### config.mk
export PLATFORM = sky130hd
export DESIGN_NAME = fetch_ctrl
export DESIGN_NICKNAME = d
export VERILOG_FILES = /design/src/rtl/fetch_pkg.sv /design/src/rtl/fetch_redirect_arb.sv /design/src/rtl/fetch_ctrl.sv
export SDC_FILE = /design/constraint.sdc
export NUM_CORES = 1
export LEC_CHECK = 0
export CORE_MARGIN = 5
export CORE_UTILIZATION = 52
export CTS_CLUSTER_DIAMETER = 150
export DETAILED_ROUTE_END_ITERATION = 10
export HOLD_SLACK_MARGIN = 0.15
export PLACE_DENSITY = 0.84
export SYNTH_ARGS = -nofsm -noshare
export SYNTH_HDL_FRONTEND = slang
export SYNTH_SLANG_ARGS = --single-unit
### constraint.sdc
create_clock -name clk -period 3.55 [get_ports clk]
set_input_delay 0.71 -clock clk [delete_from_list [all_inputs] [get_ports clk]]
set_output_delay 0.71 -clock clk [all_outputs]
set_load 0.05 [all_outputs]
### src/rtl/fetch_pkg.sv
// -----------------------------------------------------------------------------
// fetch_pkg
// Shared definitions for the instruction-fetch sequencer.
//   RomAddr / ROM_ADDR_W : instruction ROM address type and width; the fetch
//                          controller's ADDR_W defaults to this width.
//   TRAP_VEC             : PC target used when a trap redirect wins
//                          (only referenced when FETCH_TRAP_EN is defined).
//   fetch_state_e        : sequencer states.
//   redir_prio_e         : 2-bit redirect priority, higher value wins.
// -----------------------------------------------------------------------------
package fetch_pkg;

  localparam int ROM_ADDR_W = 6;
  typedef logic [ROM_ADDR_W-1:0] RomAddr;

  localparam RomAddr TRAP_VEC = 6'h3C;

  typedef enum logic [2:0] {
    ST_BOOT  = 3'd0,
    ST_FETCH = 3'd1,
    ST_STALL = 3'd2,
    ST_DRAIN = 3'd3,
    ST_REDIR = 3'd4,
    ST_HALT  = 3'd5
  } fetch_state_e;

  // Numeric order matters: a pending redirect is replaced by one of >= value.
  typedef enum logic [1:0] {
    PRIO_NONE = 2'd0,
    PRIO_JMP  = 2'd1,
    PRIO_BR   = 2'd2,
    PRIO_TRAP = 2'd3
  } redir_prio_e;

endpackage

### src/rtl/fetch_redirect_arb.sv
// -----------------------------------------------------------------------------
// fetch_redirect_arb
// Combinational fixed-priority pick among redirect sources:
// trap > branch > jump (trap only present when FETCH_TRAP_EN is defined).
//   i_trap                    : trap request, target is TRAP_VEC
//   i_br_valid / i_br_target  : branch redirect from EX
//   i_jmp_valid / i_jmp_target: jump redirect from ID
//   o_valid / o_target / o_prio : winning redirect (target 0, PRIO_NONE if none)
// Configuration macro: FETCH_TRAP_EN
// -----------------------------------------------------------------------------
module fetch_redirect_arb
  import fetch_pkg::*;
#(
  parameter int ADDR_W = ROM_ADDR_W
) (
`ifdef FETCH_TRAP_EN
  input  logic              i_trap,
`endif
  input  logic              i_br_valid,
  input  logic [ADDR_W-1:0] i_br_target,
  input  logic              i_jmp_valid,
  input  logic [ADDR_W-1:0] i_jmp_target,
  output logic              o_valid,
  output logic [ADDR_W-1:0] o_target,
  output redir_prio_e       o_prio
);

  always_comb begin
    // NOTE: every output gets a default first so no path leaves it unassigned,
    // which would otherwise infer a latch.
    o_valid  = 1'b0;
    o_target = '0;
    o_prio   = PRIO_NONE;
`ifdef FETCH_TRAP_EN
    if (i_trap) begin
      o_valid  = 1'b1;
      o_target = ADDR_W'(TRAP_VEC);
      o_prio   = PRIO_TRAP;
    end else
`endif
    if (i_br_valid) begin
      o_valid  = 1'b1;
      o_target = i_br_target;
      o_prio   = PRIO_BR;
    end else if (i_jmp_valid) begin
      o_valid  = 1'b1;
      o_target = i_jmp_target;
      o_prio   = PRIO_JMP;
    end
  end

endmodule

### src/rtl/fetch_ctrl.sv
// -----------------------------------------------------------------------------
// fetch_ctrl
// Instruction-fetch sequencer between PC, instruction ROM and decode.
// Runs the ROM req/ack handshake, arbitrates redirects, applies hazard stalls,
// flushes wrong-path instructions and halts on a ROM acknowledge timeout.
//   clk, resetIn (async, active-low)
//   stallIn                 : hazard stall
//   brValid/brTarget        : branch redirect
//   jmpValid/jmpTarget      : jump redirect
//   trapReq                 : trap redirect (FETCH_TRAP_EN only)
//   romAck / romReq         : ROM handshake
//   pcResetOut, pcEnable, pcSelect, pcJump : PC controls
//   instValid, flushOut     : decode-side qualifiers
//   fetchErr                : sticky ROM timeout flag
// Configuration macro: FETCH_TRAP_EN
// All outputs are combinational from state and inputs.
// -----------------------------------------------------------------------------
module fetch_ctrl
  import fetch_pkg::*;
#(
  parameter int ADDR_W      = ROM_ADDR_W,
  parameter int ROM_TIMEOUT = 15
) (
  input  logic              clk,
  input  logic              resetIn,
  input  logic              stallIn,
  input  logic              brValid,
  input  logic [ADDR_W-1:0] brTarget,
  input  logic              jmpValid,
  input  logic [ADDR_W-1:0] jmpTarget,
`ifdef FETCH_TRAP_EN
  input  logic              trapReq,
`endif
  input  logic              romAck,
  output logic              romReq,
  output logic              pcResetOut,
  output logic              pcEnable,
  output logic              pcSelect,
  output logic [ADDR_W-1:0] pcJump,
  output logic              instValid,
  output logic              flushOut,
  output logic              fetchErr
);

  fetch_state_e      r_state;
  fetch_state_e      w_next_state;
  logic [ADDR_W-1:0] r_pend_target;
  redir_prio_e       r_pend_prio;
  logic [7:0]        r_wait;
  logic              r_fetch_err;

  logic              w_rd_valid;
  logic [ADDR_W-1:0] w_rd_target;
  redir_prio_e       w_rd_prio;
  logic              w_req_state;
  logic              w_timeout;
  logic              w_pend_load;

  fetch_redirect_arb #(.ADDR_W(ADDR_W)) u_arb (
`ifdef FETCH_TRAP_EN
    .i_trap       (trapReq),
`endif
    .i_br_valid   (brValid),
    .i_br_target  (brTarget),
    .i_jmp_valid  (jmpValid),
    .i_jmp_target (jmpTarget),
    .o_valid      (w_rd_valid),
    .o_target     (w_rd_target),
    .o_prio       (w_rd_prio)
  );

  // romReq is high exactly in these states, so it never drops before romAck
  // except on timeout (state leaves to HALT) or reset.
  assign w_req_state = (r_state == ST_FETCH) || (r_state == ST_DRAIN);
  // Fires on the ROM_TIMEOUT-th consecutive unacknowledged request cycle.
  assign w_timeout   = w_req_state && !romAck && (r_wait == 8'(ROM_TIMEOUT - 1));

  // State register
  always_ff @(posedge clk or negedge resetIn) begin
    if (!resetIn) r_state <= ST_BOOT;
    else          r_state <= w_next_state;
  end

  // Next-state logic
  always_comb begin
    w_next_state = r_state;
    w_pend_load  = 1'b0;
    unique case (r_state)
      ST_BOOT:  w_next_state = ST_FETCH;
      ST_FETCH: begin
        if (w_timeout) begin
          w_next_state = ST_HALT;
        end else if (romAck) begin
          // Stall only matters once an instruction has actually arrived.
          if (!w_rd_valid && stallIn) w_next_state = ST_STALL;
        end else if (w_rd_valid) begin
          // Request still in flight: park the redirect until the ROM answers.
          w_pend_load  = 1'b1;
          w_next_state = ST_DRAIN;
        end
      end
      ST_STALL: begin
        if (w_rd_valid || !stallIn) w_next_state = ST_FETCH;
      end
      ST_DRAIN: begin
        w_pend_load = w_rd_valid && (w_rd_prio >= r_pend_prio);
        if (w_timeout)   w_next_state = ST_HALT;
        else if (romAck) w_next_state = ST_REDIR;
      end
      ST_REDIR: w_next_state = ST_FETCH;
      ST_HALT:  w_next_state = ST_HALT;
      default:  w_next_state = ST_BOOT;
    endcase
  end

  // Pending redirect, wait counter and sticky error
  always_ff @(posedge clk or negedge resetIn) begin
    // NOTE: sequential state uses non-blocking assignments so every register
    // samples the pre-edge values; blocking here would create ordering races.
    if (!resetIn) begin
      r_pend_target <= '0;
      r_pend_prio   <= PRIO_NONE;
      r_wait        <= '0;
      r_fetch_err   <= 1'b0;
    end else begin
      if (w_pend_load) begin
        r_pend_target <= w_rd_target;
        r_pend_prio   <= w_rd_prio;
      end else if (r_state == ST_REDIR) begin
        r_pend_target <= '0;
        r_pend_prio   <= PRIO_NONE;
      end
      // Clearing whenever romReq is low also clears it at each rising edge.
      if (!w_req_state || romAck) r_wait <= '0;
      else                        r_wait <= r_wait + 8'd1;
      if (w_timeout) r_fetch_err <= 1'b1;
    end
  end

  assign fetchErr = r_fetch_err;

  // Output logic
  always_comb begin
    romReq     = 1'b0;
    pcResetOut = 1'b0;
    pcEnable   = 1'b0;
    pcSelect   = 1'b0;
    pcJump     = '0;
    instValid  = 1'b0;
    flushOut   = 1'b0;
    unique case (r_state)
      ST_BOOT: pcResetOut = 1'b1;
      ST_FETCH: begin
        romReq = 1'b1;
        pcJump = w_rd_target;
        if (romAck) begin
          if (w_rd_valid) begin
            pcEnable = 1'b1;
            pcSelect = 1'b1;
            flushOut = 1'b1;
          end else if (!stallIn) begin
            pcEnable  = 1'b1;
            instValid = 1'b1;
          end
        end
      end
      ST_STALL: begin
        pcJump = w_rd_target;
        if (w_rd_valid) begin
          pcEnable = 1'b1;
          pcSelect = 1'b1;
          flushOut = 1'b1;
        end
      end
      ST_DRAIN: begin
        romReq = 1'b1;
        pcJump = w_rd_target;
      end
      ST_REDIR: begin
        pcEnable = 1'b1;
        pcSelect = 1'b1;
        pcJump   = r_pend_target;
        flushOut = 1'b1;
      end
      default: ;
    endcase
  end

endmodule

==> results.cfg, run 1 <==
[global_routing]
first_global_vias = 1088
grt_max_degree = 21
grt_pass1_wl_um = 4720
antenna_found_initial = 0
grt-ovfl-total = 0
gr-usage-all-layers_pct = 17.7

[timing]
tightestPinTransition_ns = 0.877
slew_violations = 0
min_period_over_period_pct = 90.8
hold_viol_final = 0
fin_ws_ns = 0.327
fmax_ghz = 0.310
rsz0062_at_grt = no
setup_viol_count_final = 0
tns_ns = 0
fin_crit_ns = 3.22
fin_skew_ns = 0.00220
slew_headroom_pct = 41.3

[placement]
place_ws_ns = 0.337
gp_congestion = 0.744
port_buffers = 30
dp_hpwl_um = 2110

[power]
ir_drop_mv = 0.615
intPower_uw = 690
clockPowerShare_pct = 10.2
p_leak_nw = 0.692
p_sw_uw = 578
combPwrFrac_pct = 60.9
p_per_area_mw_per_mm2 = 776
swShare_pct = 45.6
p_seq_share_pct = 29.0

[detailed_routing]
postRouteAntennaNets = 0
drc = 0
drt-initial-drc-count = 27
wl_per_cell_um = 14.5
viasPerCell = 5.66
firstDrtPassIters = 4
finalWirelength_um = 2720
via_count = 1065

[final_layout]
nets = 183
area_growth_pct = 35.6
postLayoutCoreUtil_pct = 73.9
fill_cells = 161
antennaDiodeCount = 0
layout_common_cells = dfrtp_1, clkdlybuf4s50_1, nand2_1
layout-drive-gt1-share_pct = 14.4

[job]
max-cap-violations = 0

[worst_setup_path]
path_max_fanout = 11
worstPathArrival_ns = 2.51
end_kind = output pin
critPathLaunchType = input port
r2r_slack_ns = 1.56
path_class = in -> out
critical_path_required_ns = 2.84

[floorplan]
die_w_um = 58.2
ios = 31
core_mm2 = 0.00221
die-area_mm2 = 0.00338
row_count = 17
initial_core_util_pct = 54.5
die_y_um = 58.2

[synthesis]
syn_inst = 132
ys_types = 40
synth_ff_type = dfrtp_1
synth-seq-cells = 20
yosysWarnings = 0
synth_edf_count = 0
synthesis.area_mm2 = 0.00121
seq_area_frac_synth_pct = 41.5
avgSynthCellArea_um2 = 9.14
syn_nets = 154
async_flop_share_pct = 100

[clock_tree]
cts_tree = built
clk_latency_ns = 0.29
cts.sinks = 20
ctsResizeCount = 0
ctsHoldBuffers = 0
cts-root-buf = clkbuf_4
clk_path_buf_depth = 2
htreeDepth = 1
post_cts_buffers = 0
cts_buffers = 3
clk_pin_slew_ns = 0.11

[status]
outcome = completed

[worst_hold_path]
hp-class = reg -> reg
==> per-stage QoR <==
stage          cells  area [µm²]  hold slack, ns  total power [mW]
2_1_floorplan    132        1210           0.414             0.863
3_3_place_gp     184        1600           0.462              1.12
3_5_place_dp     184        1600           0.492              1.15
4_1_cts          188        1640           0.522              1.27
5_1_grt          188        1640           0.559              1.34
6_report         188        1640           0.513              1.27
==> synth_stat cells, drive strengths merged, types with 2 or more instances <==
master	count	area share, %
mux2i	7	5.8
inv	5	1.6
buf	5	2.8
nor2	16	5.0
a22oi	6	3.7
clkbuf	3	0.93
a21oi	2	1.8
nand4	3	1.6
nand2	19	5.9
a31o	2	1.5
nand3	3	1.7
nor2b	2	1.0
and2	2	1.0
o21ai	10	4.1
dfrtp	20	41
ha	4	4.1
xor2	4	2.9
a31oi	3	1.6
==> cells by family after synthesis <==
group           after synthesis  share of synthesized area [%]
simple gates                 54                           22.3
compound gates               29                           17.3
flops                        20                           41.5
buf+inv                      13                           5.29
mux                           7                           5.81
xor+xnor                      5                           3.63
fa+ha+maj                     4                           4.15
==> registers in the layout (all words and copies together), names as in the netlist <==
name           cells
fetchErr           1
r_pend_prio        2
r_pend_target      6
r_state            3
r_wait             8
==> metal layers <==
metal	vias up	part of all wire (%)	wire length (µm)	GRT usage [%]
met5	-	0	0	0
met4	0	0.77	21	5.96
met3	4	6.6	179	4.45
met2	26	51	1380	32.6
met1	516	42	1140	19.7
li1	519	-	-	-
==> power groups by stage <==
| stage | Sequential (mW) | Clock, mW | Combinational (mW) |
|---|---|---|---|
| after CTS | 0.364 | 0.132 | 0.779 |
| after detailed placement | 0.370 | 0 | 0.776 |
| after global routing | 0.376 | 0.146 | 0.822 |
| after global placement | 0.364 | 0 | 0.758 |
| after floorplan | 0.325 | 0 | 0.538 |
| final | 0.367 | 0.129 | 0.772 |
==> layout make-up <==
| cell class | instances | area, µm² | area share [%] |
|---|---|---|---|
| multi-input cells | 99 | 642 | 39.3 |
| flip-flops and latches | 20 | 500 | 30.6 |
| repair buffers | 32 | 403 | 24.6 |
| clock buffers | 4 | 36.3 | 2.22 |
| well taps | 28 | 35.0 | 2.14 |
| inverters | 5 | 18.8 | 1.15 |
==> final timing paths <==
check / from / to / depth (start not counted)
max: brValid / pcEnable / 7
min: fetchErr$_DFFE_PN0P_ / fetchErr$_DFFE_PN0P_ / 1
max reg2reg: r_state[0]$_DFFE_PN0P_ / r_state[1]$_DFFE_PN0P_ / 5
min reg2reg: fetchErr$_DFFE_PN0P_ / fetchErr$_DFFE_PN0P_ / 1
max in group asynchronous: resetIn / r_pend_target[4]$_DFFE_PN0P_ / 1
min in group asynchronous: resetIn / r_pend_prio[0]$_DFFE_PN0P_ / 1
==> worst max-delay path, stage by stage <==
cell and delay (ns):
clkdlybuf4s50_1 0.70, nor2_1 0.10, nor2_1 0.13, mux2i_1 0.09, o21ai_1 0.42, a31o_2 0.22, buf_12 0.14
(Power assumes the default switching activity.)
==> run 2, diff against run 1 <==
CORE_UTILIZATION = 60   (was 52)
DONT_BUFFER_PORTS = 1   (was default)
PLACE_DENSITY = 0.76   (was 0.84)
==> run 2 against run 1 <==
Fmax up 20%. Non-clock buffer count decreased by 22. Critical path depth shrank 1. Final cell count down 12%. Total power shrank 12%. First-iteration DRC count down 11%. Flip-flop and latch count unchanged. Final area fell by 20%. Worst hold slack worse by 0.024 ns. Setup slack improved by 0.55 ns. Global-route usage up 3.4 points. Via count fell by 7.0%. Critical path type unchanged.
==> results.cfg, run 2 (synthesized netlist as in run 1, its figures left out) <==
[floorplan]
row_count = 16
die_w_um = 54.8
core_mm2 = 0.00194
initial_core_util_pct = 62.1
ios = 31
die_y_um = 54.8
die-area_mm2 = 0.00301

[clock_tree]
cts_buffers = 3
post_cts_buffers = 0
cts_tree = built
clk_pin_slew_ns = 0.12
clk_path_buf_depth = 2
cts.sinks = 20
htreeDepth = 1
clk_latency_ns = 0.30
ctsHoldBuffers = 1
ctsResizeCount = 0
cts-root-buf = clkbuf_4

[timing]
tns_ns = 0
rsz0062_at_grt = no
fin_skew_ns = 0.00666
fmax_ghz = 0.374
fin_crit_ns = 2.68
hold_viol_final = 0
tightestPinTransition_ns = 0.905
setup_viol_count_final = 0
min_period_over_period_pct = 75.4
slew_headroom_pct = 39.4
timing.hold.ws_ns = 0.489
slew_violations = 0

[worst_setup_path]
path_max_fanout = 5
worstPathArrival_ns = 1.97
path_cells = nor2_1 -> nor2_1 -> mux2i_1 -> o21ai_2 -> buf_4 -> a31o_2
critPathLaunchType = input port
slowest_stage = a31o_2
end_kind = output pin
cp_common_cell = nor2_1
critical_path_required_ns = 2.84
path_class = in -> out
max_stage_delay_ns = 0.36

[detailed_routing]
firstDrtPassIters = 4
postRouteAntennaNets = 0
viasPerCell = 6.00
finalWirelength_um = 2650
via_count = 990
drt-initial-drc-count = 24
drc = 0
wl_per_cell_um = 16.1

[placement]
dp_hpwl_um = 1970
placed_area_mm2 = 0.00127
gp_congestion = 0.816
port_buffers = 0

[global_routing]
gr-usage-all-layers_pct = 21.1
first_global_vias = 931
antenna_found_initial = 0
grt_max_degree = 21
grt-ovfl-total = 0
grt_pass1_wl_um = 4480

[final_layout]
reg_top3 = r_wait: 8 flops, r_pend_target: 6 flops, r_state: 3 flops
nets = 161
postLayoutCoreUtil_pct = 67.6
largest_reg_flops = 8
antennaDiodeCount = 0
layout_common_cells = dfrtp_1, nand2_1, nor2_1
layout-drive-gt1-share_pct = 15.2
layout_commonest_cell = dfrtp_1
final_area_mm2 = 0.00131
area_growth_pct = 8.82
regMostFlops = r_wait
fill_cells = 175

[power]
p_sw_uw = 559
p_per_area_mw_per_mm2 = 848
ir_drop_mv = 0.677
p_seq_share_pct = 33.1
p_total_mw = 1.11
clockPowerShare_pct = 12.2
swShare_pct = 50.2
p_leak_nw = 0.573
intPower_uw = 555
combPwrFrac_pct = 54.7

[status]
outcome = completed

[worst_hold_path]
hp-class = in -> reg

[job]
max-cap-violations = 0
## run 2: cell types whose count changed in the layout (fill, tap and decap cells not counted), sizes merged
cell / change
buf: -3
clkdlybuf4s50: -20
dlygate4sd3: +1
## run 2: per-stage QoR
stage | setup WS, ns | std cells
floorplan | 0.364 | 132
finish | 0.875 | 165
detailed placement | 0.862 | 160
global placement | 0.941 | 160
CTS | 0.909 | 165
global route | 0.784 | 165
## run 2: critical path: cells and delay by family
kind | cells | cell delay, ns
AOI/OAI and AO/OA | 2 | 0.43
buffers and inverters | 1 | 0.24
and+or+nand+nor | 2 | 0.38
muxes | 1 | 0.22
## run 2: per-layer routing
metal,global-route usage (%),part of all wire (%)
met5,0,0
met4,6.22,0.45
met3,3.81,5.5
met2,32.9,52
met1,29.7,42
## run 2: final timing paths
| check | endpoint | slack (ns) | start | cells past startpoint |
|---|---|---|---|---|
| max reg2reg | r_pend_target[1]$_DFFE_PN0P_ | 1.66 | r_pend_prio[0]$_DFFE_PN0P_ | 6 |
| max in group asynchronous | r_wait[7]$_DFF_PN0_ | 2.03 | resetIn | 1 |
| min reg2reg | r_wait[0]$_DFF_PN0_ | 0.53 | r_wait[0]$_DFF_PN0_ | 1 |
| min | r_state[0]$_DFFE_PN0P_ | 0.49 | romAck | 1 |
| max | pcEnable | 0.87 | jmpValid | 6 |
| min in group asynchronous | r_pend_prio[1]$_DFFE_PN0P_ | 0.96 | resetIn | 1 |
## run 2: layout make-up
type	count	area (µm²)	area share [%]
multi-input combinational	99	646	49.2
sequential	20	500	38.1
timing repair buffer	10	77.6	5.91
clock buffer	4	36.3	2.76
tap	27	33.8	2.57
inverter	5	18.8	1.43
## run 2: power groups by stage
stage / combinational, mW / clock (mW) / sequential (mW)
3_3_place_gp: 0.584 / 0 / 0.367
5_1_grt: 0.662 / 0.148 / 0.381
4_1_cts: 0.609 / 0.138 / 0.368
3_5_place_dp: 0.603 / 0 / 0.373
6_report: 0.610 / 0.136 / 0.368
2_1_floorplan: 0.538 / 0 / 0.325
==> RTL edit: new RTL, flow settings as in run 1 <==
The parameter `ROM_TIMEOUT` goes from 15 to 11.
--- a/src/rtl/fetch_ctrl.sv
+++ b/src/rtl/fetch_ctrl.sv
@@ -21,3 +21,3 @@
   parameter int ADDR_W      = ROM_ADDR_W,
-  parameter int ROM_TIMEOUT = 15
+  parameter int ROM_TIMEOUT = 11
 ) (
Behaviour: same outputs for any inputs over 10 cycles, from zero or initial values and one cycle with resetIn low; that may be too few to reach the edited logic, so the function may still have changed.
==> RTL edit against run 1 <==
Non-clock buffer count did not move; sequential share of layout area fell by 0.53 points; synthesized area rose by 3.8%; clock power rose by 3%; synthesized cell count rose by 0.76%; cell area rose by 1.8%; largest cell class unchanged; die area rose by 3.2%; wire length rose by 6.2%; total power rose by 2.8%; sequential cell count did not move; final cell count fell by 0.53%; register-to-register slack got worse by 0.02 ns; setup slack improved by 0.12 ns.
==> RTL edit: results (changes against run 1) <==
Synthesis
  – Mux cell area share after synthesis: 5.59% (-0.21 points)
  – Synth Area in Compound Gates: 16.8% (-0.54 points)
  – Top post-synthesis cells by area: dfrtp_1 (40%), mux2i_1 (5.6%), nor2_1 (4.8%)
  – Cell variety after synth: 40 (unchanged)
  – Cells after Synth: 133 (+0.76%)
  – Synth Warn #: 0 (unchanged)
  – Synth async-reset ratio: 100% (unchanged)
  – Most frequent cells after synthesis: dfrtp_1 (20), nor2_1 (16), nand2_1 (14)
  – Post-synthesis xor/xnor area fraction: 4.20% (+0.57 points)
  – Syn Nets: 155 (+0.65%)
  – Area share of fa/ha/maj cells after synthesis: 4.00% (-0.15 points)
  – Post-synthesis sequential area ratio: 40.0% (-1.5 points)

Clock network
  – Clock Tree Buf Depth: 2 (unchanged)
  – Register clock-pin slew on the reported worst setup and hold paths: 0.11 ns (about the same)
  – Cts bufs inserted: 3 (unchanged)
  – Setup bufs post-CTS: 0 (unchanged)
  – Root Driver: clkbuf_4
  – Htree depth: 1 (unchanged)

Route
  – Via count: 1069 (+0.38%)
  – DRT iter0 DRCs: 23 (-15%)
  – DR pass1 iterations: 4 (unchanged)
  – Vias per cell: 5.72 (+0.91%)
  – Wire per inst: 15.4 um (+6.8%)

Power
  – Leakage: 0.717 nW (+3.6%)
  – Peak supply drop: 597 uV (-2.9%)

Timing
  – Clock skew: 0.00128 ns (-0.000921 ns)
  – Least-Margin Pin Slew: 0.891 ns (+0.0132 ns)

Global route
  – Global-route wire length before repair: 4850 um (+2.8%)
  – Maximum number of pins on one net before global-route repair: 21 (unchanged)
  – Overall Global Routing Usage: 18.0% (+0.22 points)
  – Initial antenna violation count: 0 (unchanged)

Critical path
  – WP data arrival: 2.39 ns (-0.12 ns)
  – Max FO, Critical Path: 11 (unchanged)

Cells and area
  – Nets@finish: 182 (-0.55%)
  – Largest regs: r_wait x8, r_pend_target x6, r_state x3
  – Layout cell share with drive strength beyond 1: 14.5% (+0.090 points)
  – Diodes inserted: 0 (unchanged)

Placed design
  – Gpl congestion: 0.817 (+9.9%)
  – Port bufs: 30 (unchanged)
  – Pre-CTS setup slack: 0.449 ns (+0.112 ns)
  – DP Area: 1630 um^2 (+1.8%)
  – Detailed Place HPWL: 2140 um (+1.3%)

Outcome
  – Status: finished, final reports clean

Die
  – Core area: 2250 um^2 (+1.9%)
RTL edit: worst max-delay path, cell delays in order:
cell             delay (ns)
clkdlybuf4s50_1        0.61
nor2_1                 0.35
nor2_1                 0.07
mux2i_1                0.13
o21ai_0                0.11
a31o_2                 0.26
buf_12                 0.15
RTL edit: per-stage QoR:
step                      utilization, %  hold slack, ns
after floorplan                        -           0.414
after global placement              72.2           0.460
after detailed placement            72.2           0.470
after CTS                           73.8           0.506
after global routing                73.8           0.536
final                               73.8           0.499
RTL edit: worst paths after layout:
| path | from | endpoint | slack, ns | cells after the start |
|---|---|---|---|---|
| setup / recovery | brValid | pcEnable | 0.45 | 7 |
| hold / removal | fetchErr | fetchErr | 0.50 | 1 |
| setup reg to reg | r_state[2] | r_state[2] | 1.54 | 5 |
| hold reg to reg | fetchErr | fetchErr | 0.50 | 1 |
| max in group asynchronous | resetIn | r_wait[7] | 2.11 | 1 |
| min in group asynchronous | resetIn | r_pend_prio[0] | 0.90 | 1 |
RTL edit: final cells by class:
type                       count  area, um^2
multi-input combinational    100         678
fill                         169         591
sequential                    20         500
timing repair buffer          32         403
clock buffer                   4        36.3
tap                           28        35.0
inverter                       3        11.3
RTL edit: layer usage:
| metal | global-route usage, % | vias up | wire (um) |
|---|---|---|---|
| met1 | 21.2 | 509 | 1230 |
| met3 | 3.49 | 4 | 168 |
| li1 | - | 523 | - |
| met2 | 30.9 | 33 | 1470 |
| met5 | 0 | - | 0 |
| met4 | 8.74 | 0 | 26 |
RTL edit: kinds of logic after synthesis:
logic type	count (synthesis)
and+or+nand+nor	56
AOI/OAI and AO/OA	27
DFF	20
buffers and inverters	13
muxes	7
xor gates and xnor gates	6
adders and majority gates	4
RTL edit: where the power goes:
| part | internal (W) | switching (W) |
|---|---|---|
| Clock | 0.0000626 | 0.0000704 |
| Sequential | 0.000294 | 0.0000825 |
| Combinational | 0.000361 | 0.000433 |
